<file path="config.mk">
export PLATFORM = sky130hd
export DESIGN_NAME = conv_accumulator
export DESIGN_NICKNAME = d
export VERILOG_FILES = /design/src/rtl/conv_accumulator.sv
export SDC_FILE = /design/constraint.sdc
export NUM_CORES = 1
export LEC_CHECK = 0
export ABC_AREA = 1
export CAP_MARGIN = 20
export CORE_ASPECT_RATIO = 1.75
export CORE_UTILIZATION = 35
export CTS_CLUSTER_DIAMETER = 120
export DETAILED_ROUTE_END_ITERATION = 10
export GPL_TIMING_DRIVEN = 0
export PLACE_DENSITY = 0.59
export SLEW_MARGIN = 5
export SYNTH_ARGS = -nofsm -noshare
export SYNTH_HDL_FRONTEND = slang
export SYNTH_SLANG_ARGS = --single-unit
export TNS_END_PERCENT = 100
</file>
<file path="constraint.sdc">
create_clock -name clk -period 9.2 [get_ports clk]
set_clock_uncertainty 0.1 [all_clocks]
set_input_delay 2.3 -clock clk [delete_from_list [all_inputs] [get_ports clk]]
set_output_delay 2.3 -clock clk [all_outputs]
set_load 0.02 [all_outputs]
</file>
<file path="src/rtl/conv_accumulator.sv">
// Windowed accumulator: sums KernelSize signed products, then emits a saturated
// (optionally ReLU-clamped) result over a valid/ready output with zero-bubble hand-off.
module conv_accumulator #(
  parameter int BitSize    = 32,
  parameter int KernelSize = 9,
  parameter int EnableRelu = 0
) (
  input  logic               clk,
  input  logic               reset,
  input  logic               in_valid,
  input  logic [BitSize-1:0] in_data,
  output logic               in_ready,
  input  logic               i_clear,
  output logic               out_valid,
  output logic [BitSize-1:0] out_data,
  input  logic               out_ready
);

  localparam int CntW = $clog2(KernelSize);
  localparam int AccW = BitSize + CntW;
  localparam logic [CntW-1:0] LastCnt = CntW'(KernelSize - 1);
  localparam logic signed [AccW-1:0] SatMax = {{(CntW + 1){1'b0}}, {(BitSize - 1){1'b1}}};
  localparam logic signed [AccW-1:0] SatMin = {{(CntW + 1){1'b1}}, {(BitSize - 1){1'b0}}};

  logic signed [AccW-1:0]    acc_q, acc_d;
  logic        [CntW-1:0]    cnt_q, cnt_d;
  logic                      out_valid_q, out_valid_d;
  logic signed [BitSize-1:0] out_data_q, out_data_d;
  logic signed [AccW-1:0]    in_ext;
  logic signed [AccW-1:0]    sum;
  logic                      accept;

  function automatic logic signed [BitSize-1:0] saturate(input logic signed [AccW-1:0] v);
    if (v > SatMax) return SatMax[BitSize-1:0];
    if (v < SatMin) return SatMin[BitSize-1:0];
    return v[BitSize-1:0];
  endfunction

  function automatic logic signed [BitSize-1:0] apply_relu(input logic signed [BitSize-1:0] v);
    if ((EnableRelu != 0) && (v < 0)) return '0;
    return v;
  endfunction

  assign in_ext   = {{CntW{in_data[BitSize-1]}}, in_data};
  assign sum      = acc_q + in_ext;
  // Ready is forced low during reset so nothing upstream is consumed then.
  assign in_ready = !reset && (!out_valid_q || out_ready);
  assign accept   = in_valid && in_ready;

  always_comb begin
    acc_d       = acc_q;
    cnt_d       = cnt_q;
    out_valid_d = out_valid_q;
    out_data_d  = out_data_q;
    if (out_valid_q && out_ready) out_valid_d = 1'b0;
    if (i_clear) begin
      acc_d = '0;
      cnt_d = '0;
    end else if (accept) begin
      if (cnt_q == LastCnt) begin
        // Completing accept overrides the consume above: result hand-off without a bubble.
        out_data_d  = apply_relu(saturate(sum));
        out_valid_d = 1'b1;
        acc_d       = '0;
        cnt_d       = '0;
      end else begin
        acc_d = sum;
        cnt_d = cnt_q + CntW'(1);
      end
    end
  end

  always_ff @(posedge clk) begin
    if (reset) begin
      acc_q       <= '0;
      cnt_q       <= '0;
      out_valid_q <= 1'b0;
      out_data_q  <= '0;
    end else begin
      acc_q       <= acc_d;
      cnt_q       <= cnt_d;
      out_valid_q <= out_valid_d;
      out_data_q  <= out_data_d;
    end
  end

  assign out_valid = out_valid_q;
  assign out_data  = out_data_q;

endmodule

</file>
==> summary.txt <==
Worst setup path
  – Critical Path Start Type: primary input
  – Reg-to-reg startpoint: acc_q[0]$_SDFFE_PP0P_
  – Crit path max-delay family: buffers and inverters
  – Crit path launch: reset
  – CP max stage cell: clkdlybuf4s50_1
  – Arrival time worst endpoint: 3.65 ns
  – CP endpoint kind: output port
  – Crit path cell chain: clkdlybuf4s50_1 -> nor2_1 -> clkdlybuf4s50_1
  – Buf+Inv Stages, Crit Path: 2
  – CP max FO: 7
  – CP required: a little under 7 ns
  – CP most frequent cell: clkdlybuf4s50_1
  – Critical path class: primary input to output port
  – Crit-path max cell delay: around 0.62 ns

Global routing
  – Routing usage on met3: 0.0374
  – GRT Util Overall: 0.235
  – Grt peak-use layer: met2
  – Total grt overflow: 0
  – Routing usage on met2: 0.470
  – Initial antenna violation count: 0
  – First-pass GRT wire length: 25300 um
  – Vias in the first global route: 5095
  – Met1 Use GR: 0.213
  – Largest net degree at the start of global routing: 15

Final layout
  – Leading cell type in the layout, fill and taps excluded: nand2_1
  – Final core occ: 0.450
  – Area Overhead vs Synth: 25.5%
  – Share of layout cells above drive strength 1: 0.0429
  – N_diodes: 0
  – Post-route cell area: about 6000 um2
  – Nets: roughly 890
  – Commonest cells after routing, fill and taps aside: nand2_1 (244), a21oi_1 (111), dfxtp_1 (73)

Drt
  – Final WL: around 16000 um
  – Drt wl/cell: 16.3 um
  – DRC: 0
  – Number of vias per cell: between 4 and 5
  – Total number of vias: slightly below 5000
  – Starting DRT DRC Count: roughly 200
  – Routed Antenna Nets: 0
  – Pre-Repair DR Iteration Count: 4

CTS
  – Setup bufs post-CTS: 0
  – Root Buffer: clkbuf_16
  – Cts hold-fix bufs: 0
  – Cts bufs inserted: 9
  – CTS tree: built
  – Latest clock arrival within the worst-skew pair: about 0.35 ns
  – Clock sink total: 73
  – H-tree depth: 3
  – Post-CTS Resized: 0
  – Clock slew at reported path FFs: approximately 0.07 ns
  – Max Buffers Root-to-Sink: 2

Logic synthesis
  – Mean Syn Cell Area: around 6.6 um2
  – FF+latch count, synth: 73
  – Synth Instances: 730
  – Synth Cell Area: 4790 um2
  – Most used DFF post-synth: dfxtp_1
  – Sequential fraction of the synthesis area: 0.305
  – Post-synth EDFFs: 0
  – Ys async rst share: 0
  – Ys Warns: 0
  – Cell variety after synth: 35
  – Synth top area cells: dfxtp_1 (30%), nand2_1 (19%), a21oi_1 (12%), ha_1 (9.7%), o21ai_0 (4.4%)
  – Syn Nets: a little over 800
  – Area leader, netlist: dfxtp_1
  – Share of the synthesized area in the top cell type: 0.305

STA
  – Fin. Hold Viols: 0
  – Final slew viol count: 0
  – Slew @ Worst Pin: around 0.75 ns
  – F_max: approximately 170 MHz
  – Final TNS setup: 0 ns
  – Final hold slack: between 0.3 and 0.4 ns
  – RSZ-0062 raised after global routing: no
  – Period utilization: 0.657
  – Slew headroom: 0.500
  – Final setup violation count: 0
  – Final Critical Period: roughly 6 ns

Run status
  – Status: finished, final reports clean

Place
  – Dpl cell area: roughly 5700 um2
  – HPWL Detailed: ~13000 um
  – Buffers on Ports: 70
  – Routability congestion estimate: 0.937

Floorplan
  – Die Span Y: around 160 um
  – Row count: 56
  – Io pins: about 70
  – Core area: roughly 13000 um2
  – Die width: a little over 90 um
  – Die area: about 14000 um2
  – Starting Density: 0.358

Hold path
  – Hold path start: acc_q[33]$_SDFFE_PP0P_
  – Worst Hold Class: flip-flop to flip-flop

Job
  – Max cap viols: 0

Pwr
  – Power Density: around 140 nW/um2
  – Max VDD drop: around 120 uV
  – Lkg Pwr: roughly 2.7 nW
## metrics by stage
step	power, mW	cells	setup WS, ns
finish	0.838	990	3.15
global route	0.873	990	3.10
CTS	0.847	990	3.16
detailed placement	0.478	974	3.16
global placement	0.477	974	3.16
floorplan	0.421	730	4.15
## path summary, 6_finish.rpt
kind	end	slack, ns	depth (start not counted)
max	in_ready	3.15	3
min	acc_q[33]$_SDFFE_PP0P_	0.37	2
max reg2reg	out_data[22]$_SDFFE_PP0P_	6.09	19
min reg2reg	acc_q[33]$_SDFFE_PP0P_	0.37	2
## logic make-up (layout without fill, tap and decap cells)
| logic type | Yosys count | in the layout | synth area share |
|---|---|---|---|
| buffers and inverters | 77 | 163 | 0.0663 |
| adder cells (fa/ha/maj) | 38 | 38 | 0.101 |
| XOR/XNOR | 31 | 31 | 0.0566 |
| AND/OR/NAND/NOR | 337 | 337 | 0.281 |
| AO/OA/AOI/OAI | 174 | 174 | 0.191 |
| flip-flops | 73 | 73 | 0.305 |
## final cells by class
type	instances	area, um2
clock buffers	9	225
inverters	55	206
clock inverters	7	77.6
flip-flops and latches	73	1460
repair buffers	70	701
well taps	174	218
plain buffers	22	111
multi-input cells	580	3020
fillers	1431	7370
## per-layer routing
metal / vias up / wire length (um)
li1: 2556 / -
met4: 0 / 826
met3: 35 / 395
met5: - / 0
met2: 94 / 9100
met1: 2248 / 5860
## worst min-delay path, cell delays in order (launching register included)
cell     delay [ns]
dfxtp_1        0.31
nand2_1        0.06
a21oi_1        0.05
## power breakdown
group          internal (mW)  switching (mW)
Clock                  0.213           0.156
Combinational         0.0527          0.0947
Sequential             0.320         0.00261
Total                  0.586           0.253
## sequential cells by signal, summed over array words and instances, names as in the netlist
signal	flops
out_valid	1
cnt_q	4
out_data	32
acc_q	36
## cell usage after synthesis (all sizes together) (2+ instances only)
cell / instances
o21ai: 47
clkbuf: 16
nor3: 3
inv: 54
ha: 37
nor4: 3
dfxtp: 73
xor2: 17
xnor2: 14
a21oi: 113
buf: 6
a31oi: 3
a21boi: 2
nand3: 25
nor2: 54
nand2: 248
o21bai: 5
(Power assumes the default switching activity.)
==> edit 1: new RTL, same flow settings <==
The parameter `BitSize` goes from 32 to 16.
--- a/src/rtl/conv_accumulator.sv
+++ b/src/rtl/conv_accumulator.sv
@@ -2,5 +2,5 @@
 // (optionally ReLU-clamped) result over a valid/ready output with zero-bubble hand-off.
 module conv_accumulator #(
-  parameter int BitSize    = 32,
+  parameter int BitSize    = 16,
   parameter int KernelSize = 9,
   parameter int EnableRelu = 0
Ports: changed (resized in_data and out_data); port bits go from 71 to 39. The function was not compared with the original's and may differ.
==> edit 1 against the unedited design <==
- worst setup slack better by 0.10 ns
- wire length down 51%
- global-route usage down 3.9 points
- cell count down 40%
- design area down 41%
- worst hold slack worse by 0.0035 ns
- power down 45%
- maximum frequency up 1.8%
- area after synthesis down 40%
- die area down 39%
- sequential power down 44%
- sequential cell count down 32
- critical path depth up 1
- critical path type unchanged
- critical endpoint unchanged
==> edit 1: results (changes against the unedited design) <==
* Worst-Skew Late Latency at 0.29 ns (was 0.35 ns)
* Clk. pwr at 0.199 mW (was 0.368 mW)
* Fillers at 902 (was 1,431)
* Sequential share of the synthesized area at 0.2832 (was 0.3048)
* Antenna Cells at 0 (unchanged)
* Avg Cell Area, Syn at 6.300 um^2 (was 6.568 um^2)
* Layout cells sized above 1 at 0.06349 (was 0.04289)
* Tot Pwr at 0.4620 mW (was 0.8384 mW)
* Met2 wire length at 4.350 mm (was 9.103 mm)
* Layout net count at 547 (was 886)
* Worst vdd ir at 100.7 uV (was 120.1 uV)
* Buffers on Ports at 37 (was 70)
* Drt pass-1 iters at 6 (was 4)
* Vias in the first global route at 2,833 (was 5,095)
* Status: finished clean (unchanged)
* Top cells by area, synth: dfxtp_1 28%, nand2_1 19%, ha_1 9.1%, inv_1 7.3%, nor2_1 6.9% (was dfxtp_1 30%, nand2_1 19%, a21oi_1 12%, ha_1 9.7%, o21ai_0 4.4%)
* Final ANT Viol Nets at 0 (unchanged)
* Grt met3 use at 0.02709 (was 0.03741)
* Met1 Wirelength at 3.094 mm (was 5.855 mm)
* Largest net degree at the start of global routing at 13 (was 15)
* Post-synthesis xor/xnor area fraction at 0.04231 (was 0.05663)
* First-pass GRT wire length at 12.89 mm (was 25.28 mm)
* Slew @ Worst Pin at 0.6121 ns (was 0.7468 ns)
* DPL Wire Length at 6.580 mm (was 13.20 mm)
* Async S/R FF share, synth at 0 (unchanged)
* GRT met1 Usage at 0.1956 (was 0.2132)
* Drt total wl at 7.989 mm (was 16.18 mm)
* Synth Area in Compound Gates at 0.09413 (was 0.1910)
* Place WS at 3.257 ns (was 3.162 ns)
* Placed insts at 587 (was 974)
* P_leak at 1.706 nW (was 2.663 nW)
* H-tree lvl count at 2 (was 3)
* CP max FO at 2 (was 7)
* Highest metal used: met4 (unchanged)
* P_seq at 0.182 mW (was 0.323 mW)
* Placer Congestion at 0.8908 (was 0.9374)
* Resized cells post-CTS at 0 (unchanged)
* Biggest register: acc_q (unchanged)
* WL/cell at 13.45 um (was 16.34 um)
* Post-Syn Nets at 503 (was 805)
* Most frequent cells after synthesis: 146 x nand2_1, 56 x inv_1, 53 x nor2_1 (was 244 x nand2_1, 111 x a21oi_1, 73 x dfxtp_1)
* Detailed Route Iter0 Violations at 100 (was 196)
* Slew Viols, Final at 0 (unchanged)
* Initial antenna violation count at 0 (unchanged)
* Post-synth cell types at 33 (was 35)
* Met3 wire length at 156 um (was 395 um)
* Met2 Resource Use GR at 0.3786 (was 0.4701)
* Max FFs per register at 20 (was 36)
* Via count at 2,922 (was 4,933)
* Switching power at 0.1253 mW (was 0.2528 mW)
* Overall routing resource usage at 0.1958 (was 0.2348)
* Ys Warns at 0 (unchanged)
* DP Area at 0.003381 mm^2 (was 0.005713 mm^2)
* TritonCTS buffer count at 5 (was 9)
* Post-Synth Adder-Cell Area at 0.09758 (was 0.1007)
* GR peak layer: met2 (unchanged)
* Critical Path AT at 3.54 ns (was 3.65 ns)
-- edit 1: worst paths after layout --
kind         slack, ns          end  cells past startpoint       from
max               3.26     in_ready                      4  out_ready
min               0.37     acc_q[7]                      2   acc_q[7]
max reg2reg       6.40  out_data[0]                     18   acc_q[0]
min reg2reg       0.37     acc_q[7]                      2   acc_q[7]
-- edit 1: cell type report --
cell class / instances / area, um^2 / area share
clock inverters: 2 / 35.03 / 0.009894
well taps: 90 / 112.6 / 0.03180
flip-flops and latches: 41 / 820.8 / 0.2318
plain buffers: 14 / 73.82 / 0.02085
inverters: 58 / 217.7 / 0.06148
repair buffers: 37 / 370.4 / 0.1046
multi-input cells: 347 / 1785 / 0.5042
clock buffers: 5 / 125.1 / 0.03534
-- edit 1: worst max-delay path, stage by stage --
cell	delay (ns)
clkdlybuf4s50_1	0.45
nor2_1	0.05
nor2_1	0.11
clkdlybuf4s50_1	0.62
==> edit 2: new RTL, config.mk and constraints unchanged <==
Made on the original files. One comparison of `cnt_q` changes from == to >=.
--- a/src/rtl/conv_accumulator.sv
+++ b/src/rtl/conv_accumulator.sv
@@ -58,5 +58,5 @@
       cnt_d = '0;
     end else if (accept) begin
-      if (cnt_q == LastCnt) begin
+      if (cnt_q >= LastCnt) begin
         // Completing accept overrides the consume above: result hand-off without a bubble.
         out_data_d  = apply_relu(saturate(sum));
Formal check against the unedited RTL: no difference found for any inputs over 4 cycles, from zero or initial values and one cycle with reset high; that may be too few to reach the edited logic, so the function may still have changed.
==> edit 2 against the unedited design <==
- area after synthesis rose by 8.4%
- design area rose by 6.3%
- wire length fell by 1.4%
- power fell by 3.3%
- count of clock-buffer cells in the layout rose by 1
- sequential cell count did not move
- worst hold slack got worse by 0.0027 ns
- largest power group unchanged
- clock power fell by 9.8%
- first-iteration DRC count fell by 16%
- critical path type unchanged
- maximum frequency barely moved
- worst setup slack got worse by 0.0055 ns
==> edit 2: results (changes against the unedited design) <==
* Status: finished clean (unchanged)
* P_leak at 2.913 nW (was 2.663 nW)
* Worst R2R Path Depth at 18 (was 19)
* Layout clock area frac at 0.04247 (was 0.05033)
* Most frequent cells after synthesis: 272 x nand2_1, 82 x inv_1, 81 x a21oi_1 (was 244 x nand2_1, 111 x a21oi_1, 73 x dfxtp_1)
* Pint at 0.5584 mW (was 0.5856 mW)
* HP Start: acc_q[17] (was acc_q[33])
* DP Area at 0.006121 mm^2 (was 0.005713 mm^2)
* DPL Wire Length at 13.09 mm (was 13.20 mm)
* First-pass GRT wire length at 25.08 mm (was 25.28 mm)
* Number of non-clock buffers at 93 (was 92)
* WL/cell at 15.09 um (was 16.34 um)
* Slew @ Worst Pin at 0.6348 ns (was 0.7468 ns)
* Overall routing resource usage at 0.2175 (was 0.2348)
* Vias per std cell at 4.939 (was 4.983)
* Detailed Route Iter0 Violations at 164 (was 196)
* Post-Syn Nets at 866 (was 805)
* Fraction of area in registers at 0.2286 (was 0.2429)
* Critical path's largest stage delay at 0.64 ns (was 0.62 ns)
* Place WS at 3.149 ns (was 3.162 ns)
* Sequential share of the synthesized area at 0.2813 (was 0.3048)
* Vias in the first global route at 5,246 (was 5,095)
* Post-synth cell types at 34 (was 35)
* Placer Congestion at 0.8887 (was 0.9374)
* Worst vdd ir at 97.31 uV (was 120.1 uV)
==> edit 2: cell count changes after synthesis, moves of 4 or more <==
cell,unedited run,this run
nand2_2,4,24
a21oi_2,2,22
nand2_1,244,272
inv_1,51,82
o21ai_0,42,37
xnor2_1,14,10
a21oi_1,111,81
nor2_2,0,5
nor2_1,54,43
==> edit 2: worst paths after layout <==
check	endpoint	slack (ns)
worst max-delay path	in_ready	3.15
worst min-delay path	acc_q[17]	0.37
worst max register to register	out_data[22]	6.32
worst min register to register	acc_q[17]	0.37
==> edit 2: tightest hold or removal path, cell delays in order, from the launching register on <==
cell	delay, ns
dfxtp_1	0.31
nand2_1	0.06
a21oi_1	0.06
==> edit 2: power groups by stage <==
stage | clock, mW | sequential (mW) | combinational, mW
after detailed placement | 0 | 0.330 | 0.157
after global routing | 0.354 | 0.323 | 0.172
after CTS | 0.340 | 0.323 | 0.158
final | 0.332 | 0.323 | 0.156
after floorplan | 0 | 0.329 | 0.101
after global placement | 0 | 0.330 | 0.156
==> edit 2: routing by layer <==
| metal | up-vias | GRT usage | part of all wire |
|---|---|---|---|
| met3 | 44 | 0.03026 | 0.023 |
| met1 | 2383 | 0.1967 | 0.35 |
| met4 | 0 | 0.1469 | 0.064 |
| met5 | - | 0 | 0 |
| li1 | 2701 | - | - |
| met2 | 92 | 0.4293 | 0.56 |
==> edit 2: kinds of logic after synthesis <==
| logic type | synth area share |
|---|---|
| flops | 0.2813 |
| fa+ha+maj | 0.09297 |
| xor+xnor | 0.04721 |
| compound gates | 0.1833 |
| simple gates | 0.3092 |
| buf+inv | 0.08598 |
